$ cat config.mk
export PLATFORM = sky130hd
export DESIGN_NAME = regfile_2r1w
export DESIGN_NICKNAME = d
export VERILOG_FILES = /design/src/rtl/regfile_2r1w.sv
export SDC_FILE = /design/constraint.sdc
export NUM_CORES = 1
export LEC_CHECK = 0
export CAP_MARGIN = 20
export CORE_ASPECT_RATIO = 1.25
export CORE_MARGIN = 2
export CORE_UTILIZATION = 52
export CTS_BUF_LIST = sky130_fd_sc_hd__clkbuf_8
export DETAILED_ROUTE_END_ITERATION = 8
export PLACE_DENSITY = 0.74
export SLEW_MARGIN = 20
export SYNTH_ARGS = -nofsm -noshare
export SYNTH_HDL_FRONTEND = slang
export SYNTH_SLANG_ARGS = --single-unit
$ cat constraint.sdc
create_clock -name clk -period 2.4 [get_ports clk]
set_input_delay 0.36 -clock clk [delete_from_list [all_inputs] [get_ports clk]]
set_output_delay 0.36 -clock clk [all_outputs]
set_load 0.005 [all_outputs]
$ cat src/rtl/regfile_2r1w.sv
// Parametrised 2-read / 1-write flop register file with optional read registers,
// write-to-read bypass and a hardwired-zero word 0.
module regfile_2r1w #(
    parameter int DATA_WIDTH = 8,
    parameter int ADDR_WIDTH = 3,
    parameter int READ_REG   = 0,
    parameter int BYPASS     = 1,
    parameter int ZERO_REG   = 0
) (
    input  logic                  clk,
    input  logic                  reset,
    input  logic [DATA_WIDTH-1:0] Write_Data,
    input  logic [ADDR_WIDTH-1:0] Write_Address,
    input  logic                  Write_Enable,
    input  logic [ADDR_WIDTH-1:0] Read_Address_1,
    input  logic                  Read_Enable_1,
    input  logic [ADDR_WIDTH-1:0] Read_Address_2,
    input  logic                  Read_Enable_2,
    output logic [DATA_WIDTH-1:0] Read_Data_1,
    output logic [DATA_WIDTH-1:0] Read_Data_2
);

    localparam int DEPTH = 2 ** ADDR_WIDTH;

    logic [DATA_WIDTH-1:0] r_mem [DEPTH];
    logic                  w_wr_ok;
    logic [DATA_WIDTH-1:0] w_rv1;
    logic [DATA_WIDTH-1:0] w_rv2;

    // Effective read value: zero word first, then same-cycle forwarding, then storage.
    function automatic logic [DATA_WIDTH-1:0] f_read_value(
        input logic [ADDR_WIDTH-1:0] ra,
        input logic [DATA_WIDTH-1:0] mem_word,
        input logic                  we,
        input logic [ADDR_WIDTH-1:0] wa,
        input logic [DATA_WIDTH-1:0] wd
    );
        if (ZERO_REG != 0 && ra == '0)
            return '0;
        else if (BYPASS != 0 && we && wa == ra)
            return wd;
        else
            return mem_word;
    endfunction

    assign w_wr_ok = Write_Enable && !(ZERO_REG != 0 && Write_Address == '0);

    always_ff @(posedge clk) begin
        if (reset) begin
            for (int i = 0; i < DEPTH; i++)
                r_mem[i] <= '0;
        end else if (w_wr_ok) begin
            r_mem[Write_Address] <= Write_Data;
        end
    end

    always_comb begin
        w_rv1 = f_read_value(Read_Address_1, r_mem[Read_Address_1],
                             Write_Enable, Write_Address, Write_Data);
        w_rv2 = f_read_value(Read_Address_2, r_mem[Read_Address_2],
                             Write_Enable, Write_Address, Write_Data);
    end

    generate
        if (READ_REG != 0) begin : g_rreg
            logic [DATA_WIDTH-1:0] r_rd1;
            logic [DATA_WIDTH-1:0] r_rd2;

            // Each port captures only on its own enable; reset overrides captures.
            always_ff @(posedge clk) begin
                if (reset) begin
                    r_rd1 <= '0;
                    r_rd2 <= '0;
                end else begin
                    if (Read_Enable_1)
                        r_rd1 <= w_rv1;
                    if (Read_Enable_2)
                        r_rd2 <= w_rv2;
                end
            end

            assign Read_Data_1 = r_rd1;
            assign Read_Data_2 = r_rd2;
        end else begin : g_comb
            logic w_unused_ren;

            assign w_unused_ren = Read_Enable_1 ^ Read_Enable_2;
            assign Read_Data_1  = w_rv1;
            assign Read_Data_2  = w_rv2;
        end
    endgenerate

endmodule

==> results of run 1 <==
==> final cells by class <==
type | count | area [sq um]
multi-input cells | 157 | 1700
fillers | 517 | 2350
clock inverters | 6 | 52.6
clock buffers | 9 | 124
well taps | 90 | 113
flip-flops and latches | 64 | 1920
repair buffers | 64 | 718
==> worst max-delay path, stage by stage (launching register included) <==
cell      delay, ns
edfxtp_1       0.39
buf_4          0.15
mux4_2         0.49
mux2_4         0.28
mux2_4         0.26
buf_6          0.11
==> per-stage QoR <==
stage               setup TNS [ns]  util (%)  instances
global route               -0.0616      66.3        390
CTS                         -0.356      66.3        390
detailed placement           -9.66      62.7        370
finish                           0      66.3        390
floorplan                        0         -        233
global placement             -9.23      62.7        370
==> metal layers <==
metal  global-route usage (%)  vias to the layer above  wire, um
li1                         -                     1026         -
met4                     7.82                        0       127
met1                     29.7                     1144      3400
met5                        0                        -         0
met3                     4.49                       11       322
met2                     40.0                       54      4620
==> power by group <==
part / switching, W / internal (W)
clock network: 0.000390 / 0.000460
logic: 0.000197 / 0.000315
registers: 0.0000348 / 0.00130
total: 0.000622 / 0.00208
==> path summary, 6_finish.rpt <==
path           from              to  cells after the start
max     r_mem[7][4]  Read_Data_1[4]                      5
min   Write_Data[1]     r_mem[7][1]                      2
==> cells in the final DEF (no fill, tap or decap) <==
cell type and n:
nand4_1 2, clkdlybuf4s15_2 2, and2_1 64, nor3_1 2, buf_12 6, nor2_1 6
inv_1 1, mux2_2 24, buf_16 2, mux4_2 30, bufbuf_16 2, nand2_1 1
buf_6 1, or3b_2 1, nand2b_1 2, buf_4 21, clkinv_2 3, bufinv_16 1
edfxtp_1 64, nand3b_1 1, clkinv_1 1, or2_2 8, mux2_4 8, clkbuf_2 4
clkdlybuf4s50_1 14, dlygate4sd2_1 1, clkbuf_8 9, xnor2_1 6, clkdlybuf4s15_1 8, mux4_1 2
dlymetal6s2s_1 3
==> cell families after synthesis <==
group,Yosys count,synth area share (%)
xor+xnor,6,1.40
simple gates,87,14.0
flops,64,51.1
mux,64,30.7
buf+inv,12,2.73
==> repair_timing <==
item | in CTS | in global routing
setup buffers | 1 | 0
setup endpoints to repair | 16 | 14
cloned | 4 | 0
gates resized for setup | 58 | 21
==> impl_metrics.yaml, run 1 <==
status:
  status: "finished, final reports clean"
clock_network:
  cts-htree-levels: 3
  cts_buffer_depth: 2
  clkSlewWorstSetupHoldPaths_ns: 0.07
  numCtsBuffers: 9
  clock_sinks: 64
  cts_root_buf: "clkbuf_8"
  cts-hold-fix-buffers: 0
  cts_tree: "done"
critical_path:
  crit_fanout: 2
  cp-end-kind: "output port"
  cp-start-kind: "flop"
  path_class: "reg -> out"
  critPathRequiredTime_ns: 2.04
  arrival_ns: 2.03
synth:
  synth_edf_count: 64
  synth_cells: 233
  synthDistinctLibCells: 19
  async_flop_share_pct: 0
  synth_area_per_cell_sq_um: 16.1
  synth_area_leader_cell: "edfxtp_1"
  netlist.area_leader.share_pct: 51.1
  synth_commonest_cells: "and2_1 (64), edfxtp_1 (64), mux2_2 (30), mux4_1 (18), mux4_2 (14)"
  synth-seq-cells: 64
  ys_seq_area_share_pct: 51.1
  yosys_most_used_dff: "edfxtp_1"
  syn_nets: 255
  syn-cell-area_sq_mm: 0.00376
  synth_area_leaders: "edfxtp_1 (51%), mux4_1 (13%), and2_1 (11%)"
  yosysWarnings: 0
power:
  power.density_mw_per_mm2: 583
  ir_drop_uv: 507
  p_leak_nw: 1.74
  power_w: 0.00270
layout:
  largest-register: "r_mem"
  largest_reg_flops: 64
  drive_above_1_share_pct: 40.7
  stdcell_area_sq_mm: 0.00463
  areaGrowthSynthToFinish_pct: 23.1
  reg_top3: "r_mem: 64 flops"
  diodes: 0
  layout.nets: 318
floorplan:
  core-area_sq_mm: 0.00698
  num_io_pins: 38
  die_area_sq_mm: 0.00793
  start_util_pct: 53.9
  rows: 34
  die_h_um: 99.1
  dieWidth_um: 80.1
hold_path:
  worstHoldPathType: "in -> reg"
grt:
  grt_pass1_wl_um: 12900
  grt_pass1_vias: 2379
  grt_max_degree: 11
  overflow: 0
  grt_use_total_pct: 23.3
  antenna_found_initial: 0
sta:
  hold_ws_ns: 0.844
  slew_viol_final: 0
  fmax_ghz: 0.418
  final_hold_viol_count: 0
  relSlewSlack_pct: 60.7
  fin_crit_ns: 2.39
  post-route-period-util_pct: 99.6
  setup_violations: 0
  worst_pin_slew_ns: 0.588
  rsz0062_at_grt: "yes"
  layout_setup_ws_ns: 0.00914
detailed_routing:
  drt_iter0_markers: 168
  vias: 2235
  viasPerCell: 5.73
  routedWlPerCell_um: 21.7
  antenna_left: 0
  drc: 0
  drt_pass1_iterations: 4
  routed_wl_um: 8470
job:
  max-cap-violations: 0
placed_design:
  place_congestion: 0.830
  place_ws_ns: -0.602
  io_buffers: 35
  place_hpwl_um: 5870
  dpl_cell_area_sq_mm: 0.00438
No activity file was read; power rests on OpenSTA's default activity.
==> run 2, diff against run 1 <==
Settings changed: SKIP_CTS_REPAIR_TIMING from default to 1.
==> impl_metrics.yaml, run 2 (synthesis gave the netlist of run 1 again) <==
critical_path:
  path_class: "reg -> out"
  cp-start-kind: "flop"
  cp-end-kind: "output port"
  arrival_ns: 2.05
  crit_end: "Read_Data_2[3]"
  crit_fanout: 2
  critPathRequiredTime_ns: 2.04
  startpoint: "r_mem[1][3]"
layout:
  most-common-layout-cells: "and2_1 (64), edfxtp_1 (64), mux2_2 (28), mux4_2 (25), buf_4 (23)"
  layout.nets: 322
  drive_above_1_share_pct: 37.8
  reg_top3: "r_mem: 64 flops"
  stdcell_area_sq_mm: 0.00469
  multi_input_area_sq_mm: 0.00170
  diodes: 0
  num-fill-cells: 512
  ff_latch_area_sq_mm: 0.00192
  areaGrowthSynthToFinish_pct: 24.6
  largest_reg_flops: 64
  fin_util_pct: 67.2
  largest-register: "r_mem"
sta:
  fin_crit_ns: 2.41
  layout_setup_ws_ns: -0.00802
  fmax_ghz: 0.415
  relSlewSlack_pct: 59.6
  setup_violations: 1
  final_hold_viol_count: 0
  slew_viol_final: 0
  post-route-period-util_pct: 100
  worst_pin_slew_ns: 0.604
  rsz0062_at_grt: "yes"
power:
  ir_drop_uv: 427
  p_leak_nw: 1.87
  power_w: 0.00269
  power.density_mw_per_mm2: 574
clock_network:
  cts_buffer_depth: 2
  cts-htree-levels: 3
  clock_sinks: 64
  clkSlewWorstSetupHoldPaths_ns: 0.06
  numCtsBuffers: 9
  cts_root_buf: "clkbuf_8"
  cts_tree: "done"
detailed_routing:
  wl_met3_um: 503
  drc: 0
  vias: 2239
  wl_met2_um: 4610
  routedWlPerCell_um: 21.7
  drt_iter0_markers: 178
  wl_met1_um: 3270
  routed_wl_um: 8530
  drt_pass1_iterations: 4
  antenna_left: 0
  viasPerCell: 5.68
  top_layer_used: "met4"
job:
  max-cap-violations: 0
grt:
  grt_use_total_pct: 22.0
  overflow: 0
  grt_pass1_wl_um: 12400
  grt_max_degree: 18
  grt_pass1_vias: 2346
  antenna_found_initial: 0
floorplan:
  rows: 34
  dieWidth_um: 80.1
  die_h_um: 99.1
  die_area_sq_mm: 0.00793
  core-area_sq_mm: 0.00698
  start_util_pct: 53.9
  num_io_pins: 38
hold_path:
  worstHoldPathType: "in -> reg"
status:
  violations: "negative setup slack"
  status: "complete, but fails checks"
placed_design:
  io_buffers: 35
  place_hpwl_um: 5870
  place_ws_ns: -0.602
  dpl_cell_area_sq_mm: 0.00438
  place_congestion: 0.830
run 2: changes by cell type in the layout (fill, tap and decap cells not counted), moves of 4 or more:
cell / before / now
clkbuf_16: 0 / 4
clkdlybuf4s15_1: 8 / 0
dlymetal6s2s_1: 3 / 17
mux2_2: 24 / 28
mux2_4: 8 / 4
mux4_1: 2 / 7
mux4_2: 30 / 25
run 2: critical path, cell delays in order, from the launching register on:
cell            delay, ns
edfxtp_1             0.40
buf_4                0.15
mux4_2               0.45
mux2_2               0.28
mux2_2               0.27
dlymetal6s2s_1       0.16
run 2: final cells by class:
cell class / count / share of cell area (%)
flip-flops and latches: 64 / 41.0
well taps: 90 / 2.40
clock inverters: 6 / 1.12
clock buffers: 9 / 2.64
repair buffers: 68 / 16.5
multi-input cells: 157 / 36.3
run 2: where the power goes:
part / internal (W) / total, W / switching, W
clock network: 0.000460 / 0.000844 / 0.000384
logic: 0.000314 / 0.000510 / 0.000196
registers: 0.00130 / 0.00134 / 0.0000338
total: 0.00208 / 0.00269 / 0.000613
run 2: how the worst min path moves through the flow:
| stage | start | end | cells past startpoint | slack, ns |
|---|---|---|---|---|
| 5_1_grt | Write_Data[1] | r_mem[7][1] | 2 | 0.88 |
| 2_1_floorplan | Write_Data[0] | r_mem[0][0] | 1 | 0.56 |
| 6_report | Write_Data[1] | r_mem[7][1] | 2 | 0.85 |
| 3_5_place_dp | Write_Data[1] | r_mem[7][1] | 2 | 1.21 |
| 3_3_place_gp | Write_Data[1] | r_mem[2][1] | 2 | 1.22 |
| 4_1_cts | Write_Data[1] | r_mem[7][1] | 2 | 0.86 |
run 2: through the flow:
| stage | TNS, ns | std cells | hold slack, ns |
|---|---|---|---|
| after floorplan | 0 | 233 | 0.558 |
| after global placement | -9.23 | 370 | 1.22 |
| after detailed placement | -9.66 | 370 | 1.21 |
| after CTS | -9.35 | 385 | 0.858 |
| after global routing | -0.117 | 394 | 0.876 |
| final | -0.00802 | 394 | 0.854 |
run 2: routing by layer:
| metal | vias to the layer above | global-route usage, % |
|---|---|---|
| met5 | - | 0 |
| met1 | 1121 | 27.2 |
| met3 | 11 | 4.58 |
| met4 | 0 | 10.2 |
| met2 | 67 | 37.0 |
| li1 | 1040 | - |
==> run 3, diff against run 2 <==
Settings changed: CTS_CLUSTER_DIAMETER from default to 80, GPL_TIMING_DRIVEN from default to 0.
==> impl_metrics.yaml, run 3 (synthesis gave the netlist of run 1 again) <==
hold_path:
  worstHoldPathType: "in -> reg"
  holdPathEnd: "r_mem[0][2]"
  whs_path_depth: 3
  min_from: "Write_Address[0]"
floorplan:
  die_h_um: 99.1
  dieWidth_um: 80.1
  start_util_pct: 53.9
  rows: 34
  die_area_sq_mm: 0.00793
  num_io_pins: 38
  core-area_sq_mm: 0.00698
clock_network:
  clkSlewWorstSetupHoldPaths_ns: 0.07
  clock_sinks: 64
  cts_root_buf: "clkbuf_8"
  cts_tree: "done"
  cts-htree-levels: 3
  numCtsBuffers: 9
  cts_buffer_depth: 2
detailed_routing:
  drt_pass1_iterations: 4
  drt_iter0_markers: 188
  viasPerCell: 5.72
  antenna_left: 0
  vias: 2106
  routedWlPerCell_um: 21.0
  routed_wl_um: 7720
  drc: 0
layout:
  diodes: 0
  num-fill-cells: 535
  layout.nets: 296
  areaGrowthSynthToFinish_pct: 16.5
  drive_above_1_share_pct: 33.8
  largest_reg_flops: 64
  most-common-layout-cells: "and2_1 (64), edfxtp_1 (64), mux2_2 (30), mux4_2 (26), dlymetal6s2s_1 (16)"
  reg_top3: "r_mem: 64 flops"
  stdcell_area_sq_mm: 0.00438
  fin_util_pct: 62.8
  largest-register: "r_mem"
sta:
  setup_violations: 0
  fin_crit_ns: 2.37
  post-route-period-util_pct: 98.6
  fmax_ghz: 0.423
  layout_setup_ws_ns: 0.0334
  relSlewSlack_pct: 55.1
  setup_tns_ns: 0
  final_hold_viol_count: 0
  rsz0062_at_grt: "yes"
  worst_pin_slew_ns: 0.672
  slew_viol_final: 0
grt:
  grt_use_total_pct: 21.3
  grt_pass1_vias: 2193
  grt_max_degree: 11
  antenna_found_initial: 0
  grt_pass1_wl_um: 11900
  overflow: 0
power:
  power.density_mw_per_mm2: 626
  ir_drop_uv: 532
  p_leak_nw: 1.68
critical_path:
  path_common_cell: "mux2_2"
  slowest_stage: "mux4_2"
  cp-end-kind: "output port"
  crit_fanout: 2
  worstPathCellList: "buf_4 > mux4_2 > mux2_2 > mux2_2 > dlymetal6s2s_1"
  slowest_delay_ns: 0.45
  cp_top_family: "multiplexers"
  path_class: "reg -> out"
  critPathRequiredTime_ns: 2.04
  cp-start-kind: "flop"
  arrival_ns: 2.01
  cp_num_cells: 5
  path_buf_inv: 2
status:
  status: "finished, final reports clean"
placed_design:
  place_hpwl_um: 5610
  place_congestion: 0.759
  place_ws_ns: -0.654
  dpl_cell_area_sq_mm: 0.00414
  io_buffers: 27
job:
  max-cap-violations: 0
## run 3: cell count changes in the layout (fill, tap and decap cells not counted), sizes merged
cell / before / now
bufinv: 1 / 2
buf: 30 / 9
dlymetal6s2s: 17 / 16
inv: 1 / 2
clkinv: 4 / 2
clkdlybuf4s50: 15 / 11
## run 3: routing by layer
layer | track usage, % | share of wire [%] | vias to the layer above
li1 | - | - | 987
met1 | 27.2 | 41 | 1080
met2 | 36.3 | 55 | 27
met3 | 3.02 | 2.1 | 12
met4 | 8.60 | 1.9 | 0
met5 | 0 | 0 | -
## run 3: layout make-up
cell class / instances / area, sq um / area share [%]
Multi-Input combinational cell: 157 / 1700 / 38.8
Tap cell: 90 / 113 / 2.57
Buffer: 12 / 110 / 2.51
Timing Repair Buffer: 30 / 333 / 7.60
Sequential cell: 64 / 1920 / 43.9
Clock buffer: 9 / 124 / 2.83
Clock inverter: 6 / 77.6 / 1.77
## run 3: per-stage QoR
step                power [W]  hold slack (ns)  std cells
floorplan             0.00162            0.558        233
global placement      0.00180             1.13        350
detailed placement    0.00181             1.14        350
CTS                   0.00275            0.778        365
global route          0.00283            0.855        368
finish                0.00274            0.800        368
## run 3: power breakdown
group,switching [W],internal (W),total (W)
logic,0.000178,0.000269,0.000448
clock network,0.000396,0.000567,0.000964
registers,0.0000315,0.00130,0.00133
total,0.000606,0.00214,0.00274
## run 3: how the worst max path moves through the flow
stage          slack, ns              start             end
6_report            0.03        r_mem[0][4]  Read_Data_1[4]
5_1_grt            -0.02        r_mem[0][4]  Read_Data_1[4]
4_1_cts            -0.67  Read_Address_1[1]  Read_Data_1[0]
3_5_place_dp       -0.65  Read_Address_1[1]  Read_Data_1[7]
3_3_place_gp       -0.66  Read_Address_1[1]  Read_Data_1[3]
2_1_floorplan       0.23  Read_Address_1[1]  Read_Data_1[0]
